### config.mk
export PLATFORM = sky130hd
export DESIGN_NAME = router_pkt_tx
export DESIGN_NICKNAME = d
export VERILOG_FILES = /design/src/rtl/router_pkg.sv /design/src/rtl/router_tx_buf.sv /design/src/rtl/router_pkt_tx.sv
export SDC_FILE = /design/constraint.sdc
export NUM_CORES = 1
export LEC_CHECK = 0
export CAP_MARGIN = 40
export CORE_UTILIZATION = 40
export DETAILED_ROUTE_END_ITERATION = 8
export PLACE_DENSITY_LB_ADDON = 0.25
export SKIP_LAST_GASP = 1
export SLEW_MARGIN = 10
export SYNTH_ARGS = -nofsm -noshare
export SYNTH_HDL_FRONTEND = slang
export SYNTH_SLANG_ARGS = --single-unit
### constraint.sdc
create_clock -name clock -period 2.4 [get_ports clock]
set_clock_uncertainty 0.1 [all_clocks]
set_input_delay 0.72 -clock clock [delete_from_list [all_inputs] [get_ports clock]]
set_output_delay 0.72 -clock clock [all_outputs]
set_load 0.03 [all_outputs]
### src/rtl/router_pkg.sv
// Shared definitions for the router packet transmitter: FSM states,
// header field layout and byte-level helper functions.
package router_pkg;

  localparam int MAX_LEN   = 63;
  localparam int LEN_W     = 6;
  localparam int DATA_W    = 8;
  localparam int BUF_DEPTH = 64;

  localparam logic [1:0] ADDR_INVALID = 2'b11;

  localparam int HDR_LEN_MSB  = 7;
  localparam int HDR_LEN_LSB  = 2;
  localparam int HDR_ADDR_MSB = 1;
  localparam int HDR_ADDR_LSB = 0;

  typedef enum logic [2:0] {
    ST_IDLE    = 3'd0,
    ST_LOAD    = 3'd1,
    ST_HEADER  = 3'd2,
    ST_PAYLOAD = 3'd3,
    ST_PARITY  = 3'd4,
    ST_GAP     = 3'd5
  } tx_state_e;

  function automatic logic [DATA_W-1:0] make_header(input logic [LEN_W-1:0] len,
                                                    input logic [1:0]       addr);
    logic [DATA_W-1:0] hdr;
    hdr = 8'h00;
    hdr[HDR_LEN_MSB:HDR_LEN_LSB]   = len;
    hdr[HDR_ADDR_MSB:HDR_ADDR_LSB] = addr;
    return hdr;
  endfunction

  function automatic logic [DATA_W-1:0] parity_update(input logic [DATA_W-1:0] acc,
                                                      input logic [DATA_W-1:0] byte_in);
    return acc ^ byte_in;
  endfunction

endpackage

### src/rtl/router_tx_buf.sv
// Payload store: 64x8 register array, one synchronous write port and one
// combinational read port. Storage is deliberately left unreset.
module router_tx_buf
  import router_pkg::*;
(
  input  logic              clock,
  input  logic              wr_en,
  input  logic [LEN_W-1:0]  wr_addr,
  input  logic [DATA_W-1:0] wr_data,
  input  logic [LEN_W-1:0]  rd_addr,
  output logic [DATA_W-1:0] rd_data
);

  logic [DATA_W-1:0] mem_r [BUF_DEPTH];

  // Write one payload byte per accepted handshake.
  always_ff @(posedge clock) begin
    if (wr_en) begin
      mem_r[wr_addr] <= wr_data;
    end
  end

  assign rd_data = mem_r[rd_addr];

endmodule

### src/rtl/router_pkt_tx.sv
// Router input-port packet source: buffers a whole payload, then sends
// header, payload and parity under the router's busy back-pressure.
module router_pkt_tx
  import router_pkg::*;
(
  input  logic              clock,
  input  logic              resetn,
  input  logic              start,
  input  logic [1:0]        dest_addr,
  input  logic [LEN_W-1:0]  payload_len,
  input  logic [DATA_W-1:0] pl_data,
  input  logic              pl_valid,
  output logic              pl_ready,
  input  logic              busy,
  output logic              packet_valid,
  output logic [DATA_W-1:0] data,
  output logic              idle,
  output logic              done,
  output logic              err
);

  tx_state_e         state_r;
  logic              pv_r;
  logic [DATA_W-1:0] data_r;
  logic              pl_ready_r;
  logic              done_r;
  logic              err_r;
  logic              idle_r;
  logic [LEN_W-1:0]  wr_cnt_r;
  logic [LEN_W-1:0]  rd_ptr_r;
  logic [DATA_W-1:0] parity_r;
  logic [LEN_W-1:0]  len_r;
  logic [1:0]        addr_r;

  logic              wr_en_s;
  logic [LEN_W-1:0]  rd_addr_s;
  logic [DATA_W-1:0] rd_data_s;
  logic [LEN_W-1:0]  len_last_s;

  assign wr_en_s    = (state_r == ST_LOAD) && pl_valid && pl_ready_r;
  assign len_last_s = len_r - 6'd1;

  // Read address looks one byte ahead so data is ready on the consuming edge.
  always_comb begin
    rd_addr_s = 6'd0;
    if (state_r == ST_HEADER) begin
      rd_addr_s = 6'd0;
    end else begin
      rd_addr_s = rd_ptr_r + 6'd1;
    end
  end

  router_tx_buf u_buf (
    .clock   (clock),
    .wr_en   (wr_en_s),
    .wr_addr (wr_cnt_r),
    .wr_data (pl_data),
    .rd_addr (rd_addr_s),
    .rd_data (rd_data_s)
  );

  // Transmit FSM with all outputs, counters and parity registered.
  always_ff @(posedge clock or negedge resetn) begin
    if (!resetn) begin
      state_r    <= ST_IDLE;
      pv_r       <= 1'b0;
      data_r     <= 8'h00;
      pl_ready_r <= 1'b0;
      done_r     <= 1'b0;
      err_r      <= 1'b0;
      idle_r     <= 1'b1;
      wr_cnt_r   <= 6'd0;
      rd_ptr_r   <= 6'd0;
      parity_r   <= 8'h00;
      len_r      <= 6'd0;
      addr_r     <= 2'd0;
    end else begin
      done_r <= 1'b0;
      err_r  <= 1'b0;
      case (state_r)
        ST_IDLE: begin
          if (start) begin
            if ((dest_addr == ADDR_INVALID) || (payload_len == 6'd0)) begin
              err_r <= 1'b1;
            end else begin
              len_r      <= payload_len;
              addr_r     <= dest_addr;
              parity_r   <= make_header(payload_len, dest_addr);
              wr_cnt_r   <= 6'd0;
              pl_ready_r <= 1'b1;
              idle_r     <= 1'b0;
              state_r    <= ST_LOAD;
            end
          end
        end
        // busy is irrelevant while filling the buffer.
        ST_LOAD: begin
          if (pl_valid && pl_ready_r) begin
            parity_r <= parity_update(parity_r, pl_data);
            wr_cnt_r <= wr_cnt_r + 6'd1;
            if (wr_cnt_r == len_last_s) begin
              pl_ready_r <= 1'b0;
              pv_r       <= 1'b1;
              data_r     <= make_header(len_r, addr_r);
              state_r    <= ST_HEADER;
            end
          end
        end
        ST_HEADER: begin
          if (!busy) begin
            rd_ptr_r <= 6'd0;
            data_r   <= rd_data_s;
            state_r  <= ST_PAYLOAD;
          end
        end
        ST_PAYLOAD: begin
          if (!busy) begin
            if (rd_ptr_r == len_last_s) begin
              pv_r    <= 1'b0;
              data_r  <= parity_r;
              state_r <= ST_PARITY;
            end else begin
              rd_ptr_r <= rd_ptr_r + 6'd1;
              data_r   <= rd_data_s;
            end
          end
        end
        ST_PARITY: begin
          if (!busy) begin
            done_r  <= 1'b1;
            data_r  <= 8'h00;
            state_r <= ST_GAP;
          end
        end
        ST_GAP: begin
          idle_r  <= 1'b1;
          state_r <= ST_IDLE;
        end
        default: begin
          state_r    <= ST_IDLE;
          pv_r       <= 1'b0;
          data_r     <= 8'h00;
          pl_ready_r <= 1'b0;
          idle_r     <= 1'b1;
        end
      endcase
    end
  end

  assign packet_valid = pv_r;
  assign data         = data_r;
  assign pl_ready     = pl_ready_r;
  assign done         = done_r;
  assign err          = err_r;
  assign idle         = idle_r;

endmodule

==> qor.yml, run 1 <==
cts.sinks: 556
drc_errors: 0
synth.area.top_cells: "edfxtp_1 (66%), dfrtp_1 (4.6%), mux2i_1 (3.0%)"
seq_area_sq_um: 16500
port_buffers: 33
p_leak_nw: 10.7
pwr_density_cell_nw_per_um2: 1120
hold_viol: 0
critPathTopFamily: "compound AO/OA/AOI/OAI gates"
min_path_type: "in -> async"
reg2regPathDepth: 12
async_flop_share_pct: 7.91
path_class: "reg -> reg"
cts_root_buffer: "clkbuf_16"
grt_first_pass_wirelength_microns: 112000
antenna_found_initial: 1
crit_buf_inv: 3
cts_tree: "done"
fmax_ghz: 0.348
cp_slowest_cell: "dfrtp_4"
ys_types: 82
nets: 2035
slew_viol_final: 0
cp-start-kind: "flop"
ios: 34
vias: 16600
cp.required_ps: 2790
top_layer: "met4"
core_sq_um: 57700
crit_fanout: 8
final.setup.worst_slack_ps: -471
status: "finished with violations"
yosysSeqAreaShare_pct: 70.6
violations: "setup timing"
n_antenna_cell: 0
die_w_microns: 244
reg2reg_from: "rd_ptr_r[0]$_DFFE_PN0P_"
finalSetupViolations: 18
syn_area_per_cell_sq_um: 14.2
synth-edff-count: 512
fin_cells: 2821
synth_seq_cells: 556
rsz0062_at_grt: "yes"
dp_cells: 2675
multiInputGateArea_sq_um: 7460
syn_inst: 1640
start_util_pct: 40.5
grt_overflow: 0
rr_endpoint: "data[0]$_DFFE_PN0P_"
routedWlPerCell_microns: 27.2
grt_usage_pct: 25.7
dr.pass1.iters: 6
ant_nets: 0
arrival_ps: 3260
yosys.area.top_type: "edfxtp_1"
ys_warn_count: 0
max_stage_delay_ps: 500
vias_per_cell: 5.88
ys_top_cells_by_count: "edfxtp_1 (512), nand2_1 (181), a21oi_1 (117)"
yosysTopAreaCellShare_pct: 65.8
grt_max_degree: 59
clkSlewWorstSetupHoldPaths_ps: 60
drt_iter0_markers: 1822
critical_path.cell_chain: "ha_4 > buf_12 > buf_12 > buf_4 > mux2i_1 > nand2_1 > o311a_1 > o22ai_2 > a211oi_1 > a311oi_2 > a2bb2oi_1 > o31ai_1"
met2_length_microns: 36100
drive_gt1_share_pct: 34.4
crit_top_cell: "buf_12"
numCtsBuffers: 56
finalWirelength_microns: 76800
die_h_microns: 244
m1WireLength_microns: 31500
synth_nets: 1664
clock_latency_ps: 620
r2r_slack_ps: -470
worst_pin_slew_ps: 783
htreeDepth: 2
die_area_sq_um: 59300
synthFlopType: "edfxtp_1"
relSlewSlack_pct: 47.2
min_period_ps: 2870
min_period_over_period_pct: 120
hpwl_microns: 49700
area_growth_pct: 33.2
yosysMostFrequentCell: "edfxtp_1"
clk_path_buf_depth: 3
fillCellCount: 4697
maxCapViolCount: 0
cp-end-kind: "flop"
placementRows: 88
syn-cell-area_sq_um: 23300
grt_pass1_vias: 16500
vdd_drop_max_mv: 0.587
wl_met3_microns: 6210
gp_congestion: 0.989
tns_ps: -3580
==> repair_timing <==
action                                  in CTS  in global routing
cloned                                       5                  4
hold buffers                                 0                  0
endpoints found under the hold margin        0                  0
endpoints found under the setup margin     129                246
pin swaps                                   40                 49
buffers inserted                            21                 16
gates resized for setup                    150                100
==> cells in the final DEF (no fill, tap or decap), drive strengths merged, types with 5 or more instances in the layout <==
master         netlist  routed
o21ai               57      57
o211ai               9       9
edfxtp             512     512
and3                 6       6
o22ai               15      15
o31a                 7       7
o311ai               6       6
o311a                5       5
o31ai               20      20
clkdlybuf4s50        0      11
nor3                19      19
mux2i               70      70
or3                 16      16
mux2                13      13
nand2              183     183
xnor2               13      13
clkinv               0      24
a21oi              118     118
dlygate4sd2          0      11
dfrtp               43      43
nor2               114     114
a311oi               5       5
inv                  7       8
buf                 71     398
a211oi              48      48
a221oi              36      36
o221ai              12      12
a22oi               16      16
nor2b               15      15
xor2                10      10
clkbuf              45      78
a31oi               20      20
nand4                5       5
nand3               35      35
a2111oi              7       7
mux4                19      19
a32oi                6       6
==> flip-flops by register name, summed over array words and instances (netlist names) <==
signal / count
wr_cnt_r: 6
parity_r: 8
done: 1
data: 8
pl_ready: 1
state_r: 3
packet_valid: 1
u_buf.mem_r: 512
addr_r: 2
idle: 1
rd_ptr_r: 6
len_r: 6
err: 1
==> how the worst max path moves through the flow <==
stage | from | to | cells past startpoint
after detailed placement | state_r[0]$_DFFE_PN0P_ | data[1]$_DFFE_PN0P_ | 11
after global routing | state_r[2]$_DFFE_PN0P_ | data[3]$_DFFE_PN0P_ | 12
final | rd_ptr_r[0]$_DFFE_PN0P_ | data[0]$_DFFE_PN0P_ | 12
after global placement | state_r[0]$_DFFE_PN0P_ | data[1]$_DFFE_PN0P_ | 11
after floorplan | state_r[0]$_DFFE_PN0P_ | u_buf.mem_r[56][0]$_DFFE_PP_ | 8
after CTS | state_r[2]$_DFFE_PN0P_ | data[0]$_DFFE_PN0P_ | 11
==> layer usage <==
layer,GRT usage (%),vias to the layer above
met5,0,-
met4,9.43,0
met3,4.00,170
met2,41.1,869
met1,35.5,8365
li1,-,7171
==> cell type report <==
cell class,count,share of cell area [%]
clock inverter,30,0.704
multi-input combinational,961,24.0
tap,765,3.08
timing repair buffer,429,14.3
sequential,556,53.0
inverter,7,0.117
clock buffer,73,4.87
==> cell families after synthesis <==
logic type	Yosys count	share of synthesized area, %
adder cells (fa/ha/maj)	3	0.161
flip-flops	556	70.6
AND/OR/NAND/NOR	415	7.86
multiplexers	102	5.46
buffers and inverters	123	2.68
XOR/XNOR	25	1.12
AO/OA/AOI/OAI	416	12.1
==> per-stage QoR <==
step,util [%],power [W],instance area (sq um),setup slack [ps],hold slack (ps)
finish,53.9,0.0349,31100,-471,104
global route,53.9,0.0360,31100,-497,143
CTS,52.7,0.0338,30400,-425,96.4
detailed placement,48.1,0.0237,27700,-735,372
global placement,48.1,0.0236,27700,-683,364
floorplan,-,0.0181,23700,-10.5,324
==> power breakdown <==
| part | internal (W) | switching [W] |
|---|---|---|
| clock network | 0.00475 | 0.00369 |
| registers | 0.0110 | 0.000322 |
| logic | 0.00674 | 0.00844 |
| total | 0.0225 | 0.0125 |
Power figures use the tool's default switching activity.
==> run 2, diff against run 1 <==
--- a/config.mk
+++ b/config.mk
@@ -6,7 +6,7 @@
 export NUM_CORES = 1
 export LEC_CHECK = 0
 export CAP_MARGIN = 40
-export CORE_UTILIZATION = 40
+export CORE_UTILIZATION = 45
 export DETAILED_ROUTE_END_ITERATION = 8
 export PLACE_DENSITY_LB_ADDON = 0.25
 export SKIP_LAST_GASP = 1
==> constraint.sdc (replaced) <==
create_clock -name clock -period 2.66 [get_ports clock]
set_clock_uncertainty 0.1 [all_clocks]
set_input_delay 0.798 -clock clock [delete_from_list [all_inputs] [get_ports clock]]
set_output_delay 0.798 -clock clock [all_outputs]
set_load 0.03 [all_outputs]
==> qor.yml, run 2 (synthesis gave the netlist of run 1 again) <==
status: "finished with violations"
violations: "DRC, setup timing"
finalSetupViolations: 8  # -10
n_antenna_cell: 0  # unchanged
hold_ws_ps: 46.8  # -57.1 ps
gp_congestion: 0.944  # -4.6%
grt_overflow: 0  # unchanged
largest_reg_flops: 512  # unchanged
vias_per_cell: 6.06  # +3.1%
clock_latency_ps: 620  # about the same
power_frac_comb_pct: 41.7  # -1.8 points
grt_usage_pct: 27.9  # +2.2 points
htreeDepth: 2  # unchanged
die_w_microns: 230  # -5.7%
area_growth_pct: 28.2
layout_commonest_cell: "edfxtp_1"
grt_max_degree: 44  # -25%
core_sq_um: 51300  # -11%
finalWirelength_microns: 73600  # -4.2%
cp-start-kind: "flop"
worst_pin_slew_ps: 798  # +14.9 ps
ant_nets: 0  # unchanged
tns_ps: -1130  # +2450 ps
die_area_sq_um: 52800  # -11%
cp.required_ps: 3080  # +290 ps
slew_viol_final: 0  # unchanged
hpwl_microns: 48300  # -2.9%
placementRows: 83  # -5.7%
cts.sinks: 556  # unchanged
min_period_ps: 2890  # +20.2 ps
final.setup.worst_slack_ps: -231  # +240 ps
vdd_drop_max_mv: 0.655  # +12%
nets: 2025  # -0.49%
antenna_found_initial: 0  # -1
clk_path_buf_depth: 3  # unchanged
drt_iter0_markers: 2140  # +17%
drive_gt1_share_pct: 30.5  # -3.9 points
fin_cells: 2728  # -3.3%
mostFrequentLayoutCells: "edfxtp_1 (512), buf_4 (317), nand2_1 (177), nor2_1 (107), a21oi_1 (107)"
ios: 34  # unchanged
clkPwrFrac_pct: 25.0  # +0.8 points
grt_pass1_vias: 16200  # -1.6%
dr.pass1.iters: 8  # +2
fmax_ghz: 0.346  # -0.70%
min_period_over_period_pct: 109  # -11 points
p_leak_nw: 10.5  # -1.5%
min_path_type: "in -> async"
die_h_microns: 230  # -5.7%
routedWlPerCell_microns: 27.0  # -0.89%
clkSlewWorstSetupHoldPaths_ps: 70  # about the same
cts_tree: "done"
cp-end-kind: "flop"
dp_cells: 2584  # -3.4%
relSlewSlack_pct: 46.8  # -0.44 points
drc_errors: 2  # +2
rsz0062_at_grt: "yes"
start_util_pct: 45.5  # +5.0 points
p_int_w: 0.0199  # -11%
p_seq_share_pct: 33.3  # +0.9 points
cts_root_buffer: "clkbuf_16"
crit_fanout: 5  # -3
path_class: "reg -> reg"
largest-register: "u_buf.mem_r"
hold_viol: 0  # unchanged
vias: 16500  # -0.27%
p_switching_w: 0.0108  # -13%
port_buffers: 33  # unchanged
numCtsBuffers: 55  # -1.8%
fillCellCount: 4011  # -15%
swShare_pct: 35.1  # -0.55 points
grt_first_pass_wirelength_microns: 108000  # -3.6%
pwr_density_cell_nw_per_um2: 1030  # -8.6%
arrival_ps: 3310  # +50 ps
fin_total_pwr_w: 0.0307  # -12%
maxCapViolCount: 0  # unchanged
run 2: cell count changes in the layout (fill, tap and decap cells not counted), sizes merged, moves of 3 or more:
cell / delta
clkbuf: -16
dlymetal6s2s: +3
clkinv: +5
inv: +3
dlygate4sd2: -7
buf: -5
clkdlybuf4s50: +6
run 2: power by group through the flow:
stage / Sequential (W) / Clock [W] / Combinational [W]
after floorplan: 0.0104 / 0 / 0.00574
after global placement: 0.0104 / 0 / 0.0106
after detailed placement: 0.0104 / 0 / 0.0106
after CTS: 0.0102 / 0.00775 / 0.0122
after global routing: 0.0102 / 0.00806 / 0.0135
final: 0.0102 / 0.00768 / 0.0128
run 2: layout make-up:
class	instances	area (sq um)	area share (%)
Multi-Input combinational cell	961	6840	22.9
Inverter	7	31.3	0.105
Clock buffer	62	1400	4.69
Timing Repair Buffer	420	3960	13.2
Tap cell	680	851	2.84
Clock inverter	42	360	1.20
Sequential cell	556	16500	55.1
run 2: path summary, 6_finish.rpt:
check / startpoint / end / slack [ps] / cells past startpoint
max reg2reg: state_r[1]$_DFFE_PN0P_ / data[6]$_DFFE_PN0P_ / -230 / 10
max: state_r[1]$_DFFE_PN0P_ / data[6]$_DFFE_PN0P_ / -230 / 10
min reg2reg: addr_r[1]$_DFFE_PN0P_ / addr_r[1]$_DFFE_PN0P_ / 430 / 2
min in group clock: pl_data[5] / u_buf.mem_r[11][5]$_DFFE_PP_ / 320 / 1
max in group asynchronous: resetn / idle$_DFFE_PN1P_ / 1830 / 2
min: resetn / data[5]$_DFFE_PN0P_ / 50 / 1
run 2: routing by layer:
layer / track usage [%] / share of wire (%) / vias to the layer above
met5: 0 / 0 / -
met4: 10.8 / 4.0 / 0
met3: 4.51 / 9.1 / 159
met2: 43.8 / 46 / 918
met1: 39.2 / 41 / 8321
li1: - / - / 7133
run 2: what timing repair did:
item	in CTS	in global routing
setup buffers	26	9
pin swaps	34	26
endpoints found under the setup margin	13	429
cloned	7	0
gates resized for setup	100	55
hold buffers	0	0
run 2: metrics by stage:
step / area (sq um) / util [%] / setup WS [ps]
floorplan: 23300 / - / 43.3
global placement: 27000 / 52.5 / -512
detailed placement: 27000 / 52.5 / -559
CTS: 29600 / 57.7 / -148
global route: 29900 / 58.3 / -312
finish: 29900 / 58.3 / -231
run 2: critical path, cell delays in order, from the launching register on:
cell and delay [ps]:
dfrtp_1 420, or3b_4 340, nand2_8 90, buf_4 140
buf_12 140, buf_6 120, a221oi_4 250, a31oi_2 90
mux4_2 540, a211o_1 380, a31o_1 190
==> run 3, diff against run 2 <==
--- a/config.mk
+++ b/config.mk
@@ -8,6 +8,7 @@
 export CAP_MARGIN = 40
 export CORE_UTILIZATION = 45
 export DETAILED_ROUTE_END_ITERATION = 8
+export GPL_ROUTABILITY_DRIVEN = 0
 export PLACE_DENSITY_LB_ADDON = 0.25
 export SKIP_LAST_GASP = 1
 export SLEW_MARGIN = 10
==> constraint.sdc (replaced) <==
create_clock -name clock -period 2.46 [get_ports clock]
set_clock_uncertainty 0.1 [all_clocks]
set_input_delay 0.738 -clock clock [delete_from_list [all_inputs] [get_ports clock]]
set_output_delay 0.738 -clock clock [all_outputs]
set_load 0.03 [all_outputs]
==> qor.yml, run 3 (synthesis gave the netlist of run 1 again) <==
status: "finished with violations"
violations: "setup timing"
largest_reg_flops: 512  # unchanged
cts.sinks: 556  # unchanged
ios: 34  # unchanged
reg2regPathDepth: 11  # +1
clock_latency_ps: 610  # about the same
start_util_pct: 45.5  # unchanged
clkPwrFrac_pct: 25.0  # about the same
p_seq_share_pct: 32.7  # -0.6 points
place_area_sq_um: 27300  # +1.1%
routedWlPerCell_microns: 27.5  # +1.8%
swShare_pct: 35.3  # +0.20 points
numCtsBuffers: 54  # -1.8%
p_switching_w: 0.0120  # +11%
antenna_found_initial: 1  # +1
max_stage_delay_ps: 480  # -60 ps
power_frac_comb_pct: 42.3  # +0.6 points
fillCellCount: 3916  # -2.4%
dr.pass1.iters: 5  # -3
min_period_ps: 2900  # +5.57 ps
die_area_sq_um: 52800  # unchanged
placementRows: 83  # unchanged
port_buffers: 33  # unchanged
cp-end-kind: "flop"
drive_gt1_share_pct: 33.7  # +3.2 points
vias: 16800  # +1.4%
critical_path.cell_chain: "ha_4 > buf_6 > mux2_4 > o211ai_1 > a22o_1 > o311a_1 > a211oi_2 > a311oi_1 > buf_4 > a2bb2oi_2 > o31ai_1"
vias_per_cell: 6.10  # +0.71%
critical_path_depth: 11  # +1
clkSlewWorstSetupHoldPaths_ps: 60  # about the same
drt_iter0_markers: 2333  # +9.0%
dp_slack_ps: -677  # -118 ps
core_sq_um: 51300  # unchanged
path_class: "reg -> reg"
die_h_microns: 230  # unchanged
cp-start-kind: "flop"
min_period_over_period_pct: 118  # +9.1 points
nets: 2047  # +1.1%
layout_commonest_cell: "edfxtp_1"
n_antenna_cell: 0  # unchanged
grt_usage_pct: 28.1  # +0.14 points
htreeDepth: 2  # unchanged
relSlewSlack_pct: 52.4  # +5.6 points
ant_nets: 0  # unchanged
hpwl_microns: 49300  # +2.0%
crit_fanout: 7  # +2
cts_tree: "done"
crit_buf_inv: 2  # -1
arrival_ps: 3290  # -20 ps
mostFrequentLayoutCells: "edfxtp_1 (512), buf_4 (330), nand2_1 (176), a21oi_1 (99), nor2_1 (91)"
worst_pin_slew_ps: 714  # -84.3 ps
finalWirelength_microns: 75400  # +2.5%
slew_viol_final: 0  # unchanged
vdd_drop_max_mv: 0.588  # -10%
grt_overflow: 0  # unchanged
pwr_density_cell_nw_per_um2: 1110  # +8.1%
cp_slowest_cell: "dfrtp_4"
p_int_w: 0.0219  # +10%
fmax_ghz: 0.345  # -0.19%
hold_ws_ps: 27.4  # -19.5 ps
hold_viol: 0  # unchanged
cts_root_buffer: "clkbuf_16"
p_leak_nw: 10.7  # +1.2%
finalSetupViolations: 14  # +6
clk_path_buf_depth: 3  # unchanged
largest-register: "u_buf.mem_r"
cp.required_ps: 2850  # -230 ps
maxCapViolCount: 0  # unchanged
area_growth_pct: 30.8
grt_pass1_vias: 16400  # +1.4%
grt_first_pass_wirelength_microns: 109000  # +1.1%
rsz0062_at_grt: "yes"
final.setup.worst_slack_ps: -437  # -206 ps
grt_max_degree: 65  # +48%
die_w_microns: 230  # unchanged
critPathTopFamily: "compound AO/OA/AOI/OAI gates"
min_path_type: "in -> async"
drc_errors: 0  # -2
final_area_sq_um: 30500  # +2.0%
## run 3: final timing paths
path	slack [ps]	endpoint	start
setup / recovery	-440	data[0]$_DFFE_PN0P_	rd_ptr_r[0]$_DFFE_PN0P_
hold / removal	30	done$_DFF_PN0_	resetn
setup reg to reg	-440	data[0]$_DFFE_PN0P_	rd_ptr_r[0]$_DFFE_PN0P_
hold reg to reg	430	addr_r[1]$_DFFE_PN0P_	addr_r[1]$_DFFE_PN0P_
max in group asynchronous	1700	parity_r[1]$_DFFE_PN0P_	resetn
min in group clock	290	u_buf.mem_r[15][7]$_DFFE_PP_	pl_data[7]
## run 3: repair_timing
| item | in CTS | in global routing |
|---|---|---|
| setup buffers | 23 | 21 |
| setup endpoints to repair | 327 | 293 |
| hold buffers | 0 | 0 |
| gates cloned | 2 | 6 |
| gates resized for setup | 133 | 121 |
| pin swaps | 42 | 52 |
## run 3: through the flow
stage	cells	utilization, %	setup TNS, ps	total power (W)
5_1_grt	2746	59.5	-4560	0.0350
6_report	2746	59.5	-3210	0.0339
3_5_place_dp	2606	53.1	-205030	0.0230
2_1_floorplan	1640	-	-12000	0.0176
4_1_cts	2726	58.1	-2710	0.0326
3_3_place_gp	2606	53.1	-187390	0.0228
## run 3: cell type report
type                    count  area, sq um  share of cell area (%)
flip-flops and latches    556        16500                    54.0
repair buffers            443         4170                    13.7
inverters                   7         43.8                   0.143
clock inverters            33          348                    1.14
well taps                 680          851                    2.79
multi-input cells         961         7210                    23.6
clock buffers              66         1440                    4.71
## run 3: routing by layer
metal  up-vias  part of all wire [%]  GRT usage (%)
met2      1067                    45           42.7
met1      8362                    41           40.4
li1       7168                     -              -
met5         -                     0              0
met4         0                   3.3           10.1
met3       161                    11           5.23
## run 3: power groups by stage
stage,logic (W),registers (W),clock network [W]
2_1_floorplan,0.00633,0.0112,0
3_5_place_dp,0.0117,0.0112,0
5_1_grt,0.0150,0.0111,0.00888
3_3_place_gp,0.0116,0.0112,0
4_1_cts,0.0130,0.0110,0.00854
6_report,0.0143,0.0111,0.00847
